==> src/rtl/serial_pkg.sv <==
// Shared definitions for the serial host port: default widths and the receiver FSM encoding,
// used by serial_in, serial_out and the host-side bench driver.
package serial_pkg;

    localparam int DATA_W_DEF      = 16;
    localparam int ADDR_W_DEF      = 16;
    localparam int SYNC_STAGES_DEF = 2;

    typedef logic [1:0] state_t;

    localparam state_t ST_IDLE   = 2'd0;
    localparam state_t ST_HEADER = 2'd1;
    localparam state_t ST_DATA   = 2'd2;

    function automatic logic is_active(input state_t s);
        return (s == ST_HEADER) || (s == ST_DATA);
    endfunction

endpackage

==> src/rtl/sync_edge.sv <==
// Multi-flop synchronizer with rise/fall detection for one asynchronous input.
// Edge outputs stay quiet until the chain has refilled with real samples after reset.
module sync_edge #(
    parameter int   STAGES  = 2,
    parameter logic RST_VAL = 1'b0
) (
    input  logic clk,
    input  logic rst_n,
    input  logic i_async,
    output logic o_sync,
    output logic o_rise,
    output logic o_fall
);

    logic [STAGES-1:0] r_chain;
    logic              r_prev;
    logic [STAGES:0]   r_fill;
    logic              w_settled;

    // Synchronizer chain, previous-value flop and post-reset fill tracker.
    always_ff @(posedge clk) begin
        if (!rst_n) begin
            r_chain <= {STAGES{RST_VAL}};
            r_prev  <= RST_VAL;
            r_fill  <= '0;
        end else begin
            r_chain <= {r_chain[STAGES-2:0], i_async};
            r_prev  <= r_chain[STAGES-1];
            r_fill  <= {r_fill[STAGES-1:0], 1'b1};
        end
    end

    // A reset value in the chain must never look like a real edge once real samples arrive.
    assign w_settled = r_fill[STAGES];
    assign o_sync    = r_chain[STAGES-1];
    assign o_rise    = w_settled &  r_chain[STAGES-1] & ~r_prev;
    assign o_fall    = w_settled & ~r_chain[STAGES-1] &  r_prev;

endmodule

==> src/rtl/serial_in.sv <==
// SPI-style slave receiver: oversamples sclk/mosi/cs_n, assembles MSB-first words and issues
// single-cycle write strobes with an auto-incrementing address (optional header word = start address).
module serial_in
    import serial_pkg::*;
#(
    parameter int DATA_W      = DATA_W_DEF,
    parameter int ADDR_W      = ADDR_W_DEF,
    parameter int SYNC_STAGES = SYNC_STAGES_DEF,
    parameter int HEADER_EN   = 1
) (
    input  logic              clk,
    input  logic              rst_n,
    input  logic              sclk,
    input  logic              mosi,
    input  logic              cs_n,
    output logic              wr_en,
    output logic [ADDR_W-1:0] wr_addr,
    output logic [DATA_W-1:0] wr_data,
    output logic              frame_done,
    output logic              err_partial,
    output logic              busy
);

    localparam int         CNT_W    = (DATA_W > 1) ? $clog2(DATA_W) : 1;
    localparam [CNT_W-1:0] CNT_LAST = CNT_W'(DATA_W - 1);

    logic              w_sclk_sync, w_sclk_rise, w_sclk_fall;
    logic              w_mosi_sync, w_mosi_rise, w_mosi_fall;
    logic              w_cs_sync, w_cs_rise, w_cs_fall;
    logic [4:0]        w_unused_bits;
    logic [DATA_W-1:0] w_word;

    state_t            r_state;
    logic [CNT_W-1:0]  r_bit_cnt;
    logic [DATA_W-1:0] r_shift;
    logic              r_wr_en;
    logic [ADDR_W-1:0] r_wr_addr;
    logic [DATA_W-1:0] r_wr_data;
    logic              r_frame_done;
    logic              r_err_partial;
    logic              r_busy;

    sync_edge #(.STAGES(SYNC_STAGES), .RST_VAL(1'b0)) u_sync_sclk (
        .clk(clk), .rst_n(rst_n), .i_async(sclk),
        .o_sync(w_sclk_sync), .o_rise(w_sclk_rise), .o_fall(w_sclk_fall)
    );
    sync_edge #(.STAGES(SYNC_STAGES), .RST_VAL(1'b0)) u_sync_mosi (
        .clk(clk), .rst_n(rst_n), .i_async(mosi),
        .o_sync(w_mosi_sync), .o_rise(w_mosi_rise), .o_fall(w_mosi_fall)
    );
    sync_edge #(.STAGES(SYNC_STAGES), .RST_VAL(1'b1)) u_sync_cs (
        .clk(clk), .rst_n(rst_n), .i_async(cs_n),
        .o_sync(w_cs_sync), .o_rise(w_cs_rise), .o_fall(w_cs_fall)
    );

    assign w_unused_bits = {w_sclk_sync, w_sclk_fall, w_mosi_rise, w_mosi_fall, w_cs_sync};
    assign w_word        = {r_shift[DATA_W-2:0], w_mosi_sync};

    // Frame FSM, shift register, bit counter and registered write/status outputs.
    always_ff @(posedge clk) begin
        if (!rst_n) begin
            r_state       <= ST_IDLE;
            r_bit_cnt     <= '0;
            r_shift       <= '0;
            r_wr_en       <= 1'b0;
            r_wr_addr     <= '0;
            r_wr_data     <= '0;
            r_frame_done  <= 1'b0;
            r_err_partial <= 1'b0;
            r_busy        <= 1'b0;
        end else begin
            r_wr_en       <= 1'b0;
            r_frame_done  <= 1'b0;
            r_err_partial <= 1'b0;
            // Address advances in the cycle after each strobe, so the strobe carries the current one.
            if (r_wr_en) begin
                r_wr_addr <= r_wr_addr + ADDR_W'(1);
            end
            if (r_state == ST_IDLE) begin
                if (w_cs_fall) begin
                    r_state   <= (HEADER_EN != 0) ? ST_HEADER : ST_DATA;
                    r_busy    <= 1'b1;
                    r_bit_cnt <= '0;
                    r_shift   <= '0;
                    if (HEADER_EN == 0) begin
                        r_wr_addr <= '0;
                    end
                end
            end else if (is_active(r_state)) begin
                // Frame end wins over a coincident sclk edge; that bit is dropped.
                if (w_cs_rise) begin
                    r_state       <= ST_IDLE;
                    r_busy        <= 1'b0;
                    r_frame_done  <= 1'b1;
                    r_err_partial <= (r_bit_cnt != '0);
                end else if (w_sclk_rise) begin
                    r_shift <= w_word;
                    if (r_bit_cnt == CNT_LAST) begin
                        r_bit_cnt <= '0;
                        if (r_state == ST_HEADER) begin
                            r_wr_addr <= w_word[ADDR_W-1:0];
                            r_state   <= ST_DATA;
                        end else begin
                            r_wr_en   <= 1'b1;
                            r_wr_data <= w_word;
                        end
                    end else begin
                        r_bit_cnt <= r_bit_cnt + CNT_W'(1);
                    end
                end
            end else begin
                r_state <= ST_IDLE;
                r_busy  <= 1'b0;
            end
        end
    end

    assign wr_en       = r_wr_en;
    assign wr_addr     = r_wr_addr;
    assign wr_data     = r_wr_data;
    assign frame_done  = r_frame_done;
    assign err_partial = r_err_partial;
    assign busy        = r_busy;

endmodule
==> config.mk <==
export PLATFORM = sky130hd
export DESIGN_NAME = serial_in
export DESIGN_NICKNAME = d
export VERILOG_FILES = /design/src/rtl/serial_pkg.sv /design/src/rtl/sync_edge.sv /design/src/rtl/serial_in.sv
export SDC_FILE = /design/constraint.sdc
export NUM_CORES = 1
export LEC_CHECK = 0
export BUFFER_PORTS_ARGS = -buffer_cell sky130_fd_sc_hd__buf_2
export CAP_MARGIN = 10
export CORE_ASPECT_RATIO = 0.75
export CORE_MARGIN = 2
export CORE_UTILIZATION = 50
export DETAILED_ROUTE_END_ITERATION = 8
export HOLD_SLACK_MARGIN = 0.15
export PLACE_DENSITY = 0.77
export SLEW_MARGIN = 10
export SYNTH_ARGS = -nofsm -noshare
export SYNTH_HDL_FRONTEND = slang
export SYNTH_SLANG_ARGS = --single-unit
==> constraint.sdc <==
create_clock -name clk -period 1.85 [get_ports clk]
set_clock_uncertainty 0.1 [all_clocks]
set_input_delay 0.185 -clock clk [delete_from_list [all_inputs] [get_ports clk]]
set_output_delay 0.185 -clock clk [all_outputs]
set_load 0.02 [all_outputs]
==> impl_metrics.yaml, run 1 <==
run_status:
  status: "finished, violations left"
  violations: "setup timing"
synth:
  syn_area_um2: 2770
  synthesis.nets: 304
  synth_edf_count: 0
  synth_ff_type: "dfxtp_1"
  ys_warn_count: 0
  async_flop_share_pct: 0
  syn_inst: 294
  ys_ff_latch: 68
  ys_seq_area_share_pct: 49.14
  synth_area_per_cell_um2: 9.422
  synth_cell_types: 41
sta:
  max_slew_margin_pct: 59.07
  fmax_mhz: 490.4
  min_period_over_period_pct: 110.2
  fin_ws_ns: -0.1893
  drv_slew: 0
  hold_viol: 0
  setup_violations: 43
  fin_crit_ns: 2.039
  worstMarginPinSlew_ns: 0.6127
  setup_tns_ns: -2.584
  grt_setup_unrepaired: "yes"
drt:
  totalWireLength_mm: 7.798
  drt-initial-drc-count: 250
  ant_nets: 0
  vias: 2562
  drc_errors: 0
  viasPerCell: 5.643
  avgRoutedWirePerCell_um: 17.18
  dr.pass1.iters: 7
setup_path:
  slowest_delay_ns: 0.36
  path_class: "register to register"
  cp.arrival_ns: 2.17
  critPathLaunchType: "register"
  cp_slowest_cell: "dfxtp_2"
  ff2ff_setup_slack_ns: -0.19
  path_cells: "inv_2, ha_4, nand4b_1, nor4b_4, buf_4, buf_12, mux2i_1, nor2_1"
  crit_fanout: 8
  crit_required_ns: 1.98
  endpoint_kind: "register"
cells_and_area:
  nNetsFinal: 384
  diodes: 0
  drive_gt1_share_pct: 35.88
  seqCellArea_um2: 1365
  multi_input_area_um2: 1450
  final_common_cell: "dfxtp_1"
  syn_to_final_growth_pct: 38.12
  mostFrequentLayoutCells: "65 x dfxtp_1, 40 x buf_2, 39 x nor2_1, 28 x buf_4, 17 x mux2i_1"
  n_fill_cell: 408
  fin_area_um2: 3826
power:
  ir_drop_mv: 0.5804
  cellPowerDensity_nw_per_um2: 757.2
  p_leak_uw: 0.001503
floorplanning:
  start_util_pct: 51.75
  row_count: 23
  die_y_um: 68.46
  boundaryPins: 41
  coreArea_um2: 5353
  die-area_um2: 6158
  fp.dieW_um: 89.95
clocking:
  numClockSinks: 68
  clkTransAtPathRegs_ns: 0.07
  clock_path_buffers: 2
  cts_tree: "done"
  cts-root-buf: "clkbuf_8"
  cts_buffers: 9
  htree_levels: 3
  clk_latency_ns: 0.35
placed_design:
  dp_hpwl_mm: 4.346
  placed_cell_area_um2: 3234
  port_buffers: 40
  gp_congestion: 0.8923
worst_hold_path:
  hold_path.class: "register to register"
grt:
  grt_pass1_vias: 2110
  grt_usage_pct: 22.31
  grt_pass1_wl_mm: 10.48
  grt_max_degree: 34
  antenna_found_initial: 0
  grt_overflow: 0
flow_run:
  max-cap-violations: 0
==> power breakdown <==
part / switching, uW / internal (uW) / total [uW] / leakage (uW)
clock network: 548 / 789 / 1340 / 0.000113
logic: 44.4 / 33.8 / 78.1 / 0.000839
registers: 7.64 / 1470 / 1480 / 0.000551
total: 600 / 2300 / 2900 / 0.00150
==> flip-flops by register name (all words and copies together), names as in the netlist <==
signal	flops
u_sync_mosi.r_chain	2
wr_data	16
wr_addr	16
r_shift	15
r_bit_cnt	4
err_partial	1
u_sync_cs.r_chain	2
u_sync_sclk.r_prev	1
wr_en	1
busy	1
frame_done	1
r_state	2
u_sync_sclk.r_chain	2
u_sync_cs.r_prev	1
u_sync_sclk.r_fill	3
==> final timing paths <==
kind / startpoint / to / cells past startpoint
max reg2reg: r_state[0]$_SDFFE_PN0P_ / wr_data[14]$_SDFFE_PN0P_ / 8
min reg2reg: u_sync_cs.r_chain[0]$_SDFF_PN1_ / u_sync_cs.r_chain[1]$_SDFF_PN1_ / 1
max: r_state[0]$_SDFFE_PN0P_ / wr_data[14]$_SDFFE_PN0P_ / 8
min: u_sync_cs.r_chain[0]$_SDFF_PN1_ / u_sync_cs.r_chain[1]$_SDFF_PN1_ / 1
==> cells in the mapped netlist (all sizes together) (5+ instances only) <==
library cell | count | area [um^2]
a211oi | 5 | 37.54
mux2i | 17 | 170.2
nand2 | 13 | 48.80
xnor2 | 10 | 87.58
inv | 10 | 37.54
o21ai | 15 | 75.07
dfxtp | 68 | 1361
ha | 5 | 62.56
nand3 | 6 | 35.03
nand4 | 9 | 71.32
a21oi | 14 | 70.07
nor3 | 5 | 30.03
and2 | 7 | 43.79
a22oi | 16 | 120.1
clkbuf | 11 | 41.29
nor2 | 42 | 157.7
==> per-layer routing <==
| layer | global-route usage, % | vias up | wire, um |
|---|---|---|---|
| met5 | 0 | - | 0 |
| met4 | 9.038 | 0 | 195 |
| met3 | 5.837 | 33 | 541 |
| met2 | 34.66 | 137 | 3594 |
| met1 | 30.12 | 1194 | 3466 |
| li1 | - | 1198 | - |
==> area by class of cell <==
type | count | area share, %
tap | 75 | 2.453
sequential | 68 | 35.68
inverter | 10 | 0.9810
timing repair buffer | 84 | 17.33
clock inverter | 5 | 1.962
multi-input combinational | 201 | 37.90
clock buffer | 11 | 3.695
==> stage by stage <==
step	hold slack, ns	setup slack (ns)	instances	power (uW)	utilization, %
5_1_grt	0.3356	-0.2862	454	2976	71.48
6_report	0.3080	-0.1893	454	2897	71.48
4_1_cts	0.3105	-0.1085	446	2892	66.99
3_5_place_dp	0.2699	-0.04153	418	1570	60.43
2_1_floorplan	0.1127	0.0008040	294	1548	-
3_3_place_gp	0.2655	0.01406	418	1569	60.43
==> critical path: cells and delay by family, from the launching register on <==
kind | cells | cell delay, ns
mux | 1 | 0.25
simple gates | 3 | 0.57
fa+ha+maj | 1 | 0.26
buf+inv | 3 | 0.36
flops | 1 | 0.36
==> what timing repair did <==
action | 4_1_cts | 5_1_grt
endpoints found under the setup margin | 23 | 48
pin swaps | 4 | 23
hold buffers | 7 | 0
resized for setup | 4 | 46
buffers inserted | 4 | 4
cloned | 1 | 4
endpoints found under the hold margin | 13 | 0
==> cell families (layout without fill, tap and decap cells) <==
| kind of cell | count (synthesis) | in the layout | share of synthesized area [%] |
|---|---|---|---|
| simple gates | 106 | 106 | 20.23 |
| compound gates | 59 | 59 | 13.69 |
| fa+ha+maj | 5 | 5 | 2.258 |
| buf+inv | 25 | 110 | 4.110 |
| mux | 17 | 17 | 6.143 |
| xor+xnor | 14 | 14 | 4.426 |
| flops | 68 | 68 | 49.14 |
Power figures use the tool's default switching activity.
==> inputs of run 2 (changes only) <==
--- a/config.mk
+++ b/config.mk
@@ -5,7 +5,7 @@
 export SDC_FILE = /design/constraint.sdc
 export NUM_CORES = 1
 export LEC_CHECK = 0
-export BUFFER_PORTS_ARGS = -buffer_cell sky130_fd_sc_hd__buf_2
+export BUFFER_PORTS_ARGS = -buffer_cell sky130_fd_sc_hd__clkbuf_2
 export CAP_MARGIN = 10
 export CORE_ASPECT_RATIO = 0.75
 export CORE_MARGIN = 2
==> run 2 against run 1 <==
Effect of this change:
- the run now ends clean
- clock-buffer cell count decreased by 1
- sequential cell count stayed put
- combinational power decreased by 13%
- setup slack improved by 0.19 ns
- routed wire length is 17% lower
- via count shrank 8.5%
- final cell count fell by 2.9%
- clock power fell by 19%
- largest cell class is now registers
==> impl_metrics.yaml, run 2 (synthesis results as in run 1) <==
run_status:
  status: "finished clean"
drt:
  drt-initial-drc-count: 207
  vias: 2343
  drc_errors: 0
  dr.pass1.iters: 5
  ant_nets: 0
  avgRoutedWirePerCell_um: 14.62
  viasPerCell: 5.313
  totalWireLength_mm: 6.449
floorplanning:
  start_util_pct: 51.75
  die_y_um: 68.46
  die-area_um2: 6158
  fp.dieW_um: 89.95
  row_count: 23
  boundaryPins: 41
  coreArea_um2: 5353
placed_design:
  gp_congestion: 0.8685
  port_buffers: 40
  placed_cell_area_um2: 3177
  dp_hpwl_mm: 4.266
setup_path:
  r2r_cells: 8
  path_class: "register to register"
  crit_required_ns: 1.98
  crit_fanout: 3
  endpoint_kind: "register"
  critical_path_depth: 8
  cp_slowest_cell: "dfxtp_2"
  path_buf_inv: 3
  cpLargestDelayFamily: "simple AND/OR/NAND/NOR gates"
  cp.arrival_ns: 1.98
  ff2ff_setup_slack_ns: 0.003
  slowest_delay_ns: 0.33
  critPathLaunchType: "register"
  path_cells: "inv_2, ha_4, nand4b_1, buf_4, nor3_4, buf_6, and3b_1, o32ai_1"
power:
  p_leak_uw: 0.001327
  total_power_uw: 2637
  ir_drop_mv: 0.4175
  cellPowerDensity_nw_per_um2: 745.8
sta:
  setup_tns_ns: 0
  drv_slew: 0
  max_slew_margin_pct: 65.42
  fin_crit_ns: 1.847
  worstMarginPinSlew_ns: 0.5177
  setup_violations: 0
  min_period_over_period_pct: 99.84
  fmax_mhz: 541.4
  grt_setup_unrepaired: "yes"
  hold_viol: 0
cells_and_area:
  fin_area_um2: 3536
  n_fill_cell: 444
  diodes: 0
  mostFrequentLayoutCells: "63 x dfxtp_1, 42 x nor2_1, 40 x clkbuf_2, 17 x mux2i_1, 17 x buf_4"
  nNetsFinal: 371
  final_common_cell: "dfxtp_1"
  drive_gt1_share_pct: 28.14
  syn_to_final_growth_pct: 27.64
  final_util_pct: 66.06
clocking:
  cts_buffers: 9
  numClockSinks: 68
  htree_levels: 3
  cts_tree: "done"
  clk_latency_ns: 0.35
  clkTransAtPathRegs_ns: 0.07
  clock_path_buffers: 2
  cts-root-buf: "clkbuf_8"
grt:
  antenna_found_initial: 0
  grt_overflow: 0
  grt_max_degree: 34
  grt_pass1_vias: 2099
  grt_usage_pct: 21.97
  grt_pass1_wl_mm: 10.41
flow_run:
  max-cap-violations: 0
worst_hold_path:
  hold_depth: 1
  hold_path.class: "register to register"
## run 2: cell count changes in the layout (fill, tap and decap cells not counted), moves of 4 or more
cell,delta
a22oi_1,+8
a22oi_2,-8
buf_2,-40
buf_4,-11
clkbuf_2,+40
clkinvlp_4,+4
o21ai_0,+7
o21ai_2,-7
## run 2: worst register-to-register path: stages (launching register included)
cell and delay [ns]:
dfxtp_2 0.33, inv_2 0.05, ha_4 0.26, nand4b_1 0.16, buf_4 0.20, nor3_4 0.27
buf_6 0.14, and3b_1 0.14, o32ai_1 0.07
## run 2: repair_timing
action,in CTS,in global routing
endpoints found under the hold margin,10,0
pin swaps,2,15
resized for setup,7,17
cloned,1,1
hold buffers,7,0
setup buffers,2,2
endpoints found under the setup margin,16,35
## run 2: worst paths after layout
path | start | endpoint
worst min-delay path | u_sync_cs.r_chain[0]$_SDFF_PN1_ | u_sync_cs.r_chain[1]$_SDFF_PN1_
worst max register to register | r_state[1]$_SDFFE_PN0P_ | r_bit_cnt[3]$_SDFFE_PN0P_
worst min register to register | u_sync_cs.r_chain[0]$_SDFF_PN1_ | u_sync_cs.r_chain[1]$_SDFF_PN1_
worst max-delay path | r_state[1]$_SDFFE_PN0P_ | r_bit_cnt[3]$_SDFFE_PN0P_
## run 2: area by class of cell
class	instances	area, um^2	share of cell area, %
inverters	10	37.54	1.062
flip-flops and latches	68	1368	38.68
well taps	75	93.84	2.654
clock buffers	10	137.6	3.892
multi-input cells	201	1351	38.22
clock inverters	6	40.04	1.132
repair buffers	71	508.0	14.37
## run 2: power breakdown
group	total, uW	internal [uW]	switching, uW
sequential	1480	1470	6.99
clock	1090	517	572
combinational	67.9	29.3	38.6
## run 2: metrics by stage
| stage | cells | setup slack [ns] | hold WS (ns) |
|---|---|---|---|
| finish | 441 | 0.003000 | 0.3110 |
| global route | 441 | -0.1040 | 0.3374 |
| CTS | 438 | -0.03057 | 0.3165 |
| detailed placement | 412 | -0.03312 | 0.2736 |
| global placement | 412 | 0.002222 | 0.2682 |
| floorplan | 294 | 0.0008040 | 0.1127 |
## run 2: layer usage
layer	GRT usage (%)	share of wire, %	wire (um)
met1	29.68	48	3094
met5	0	0	0
met4	7.885	1.1	74
met3	8.040	8.5	546
met2	32.67	42	2734
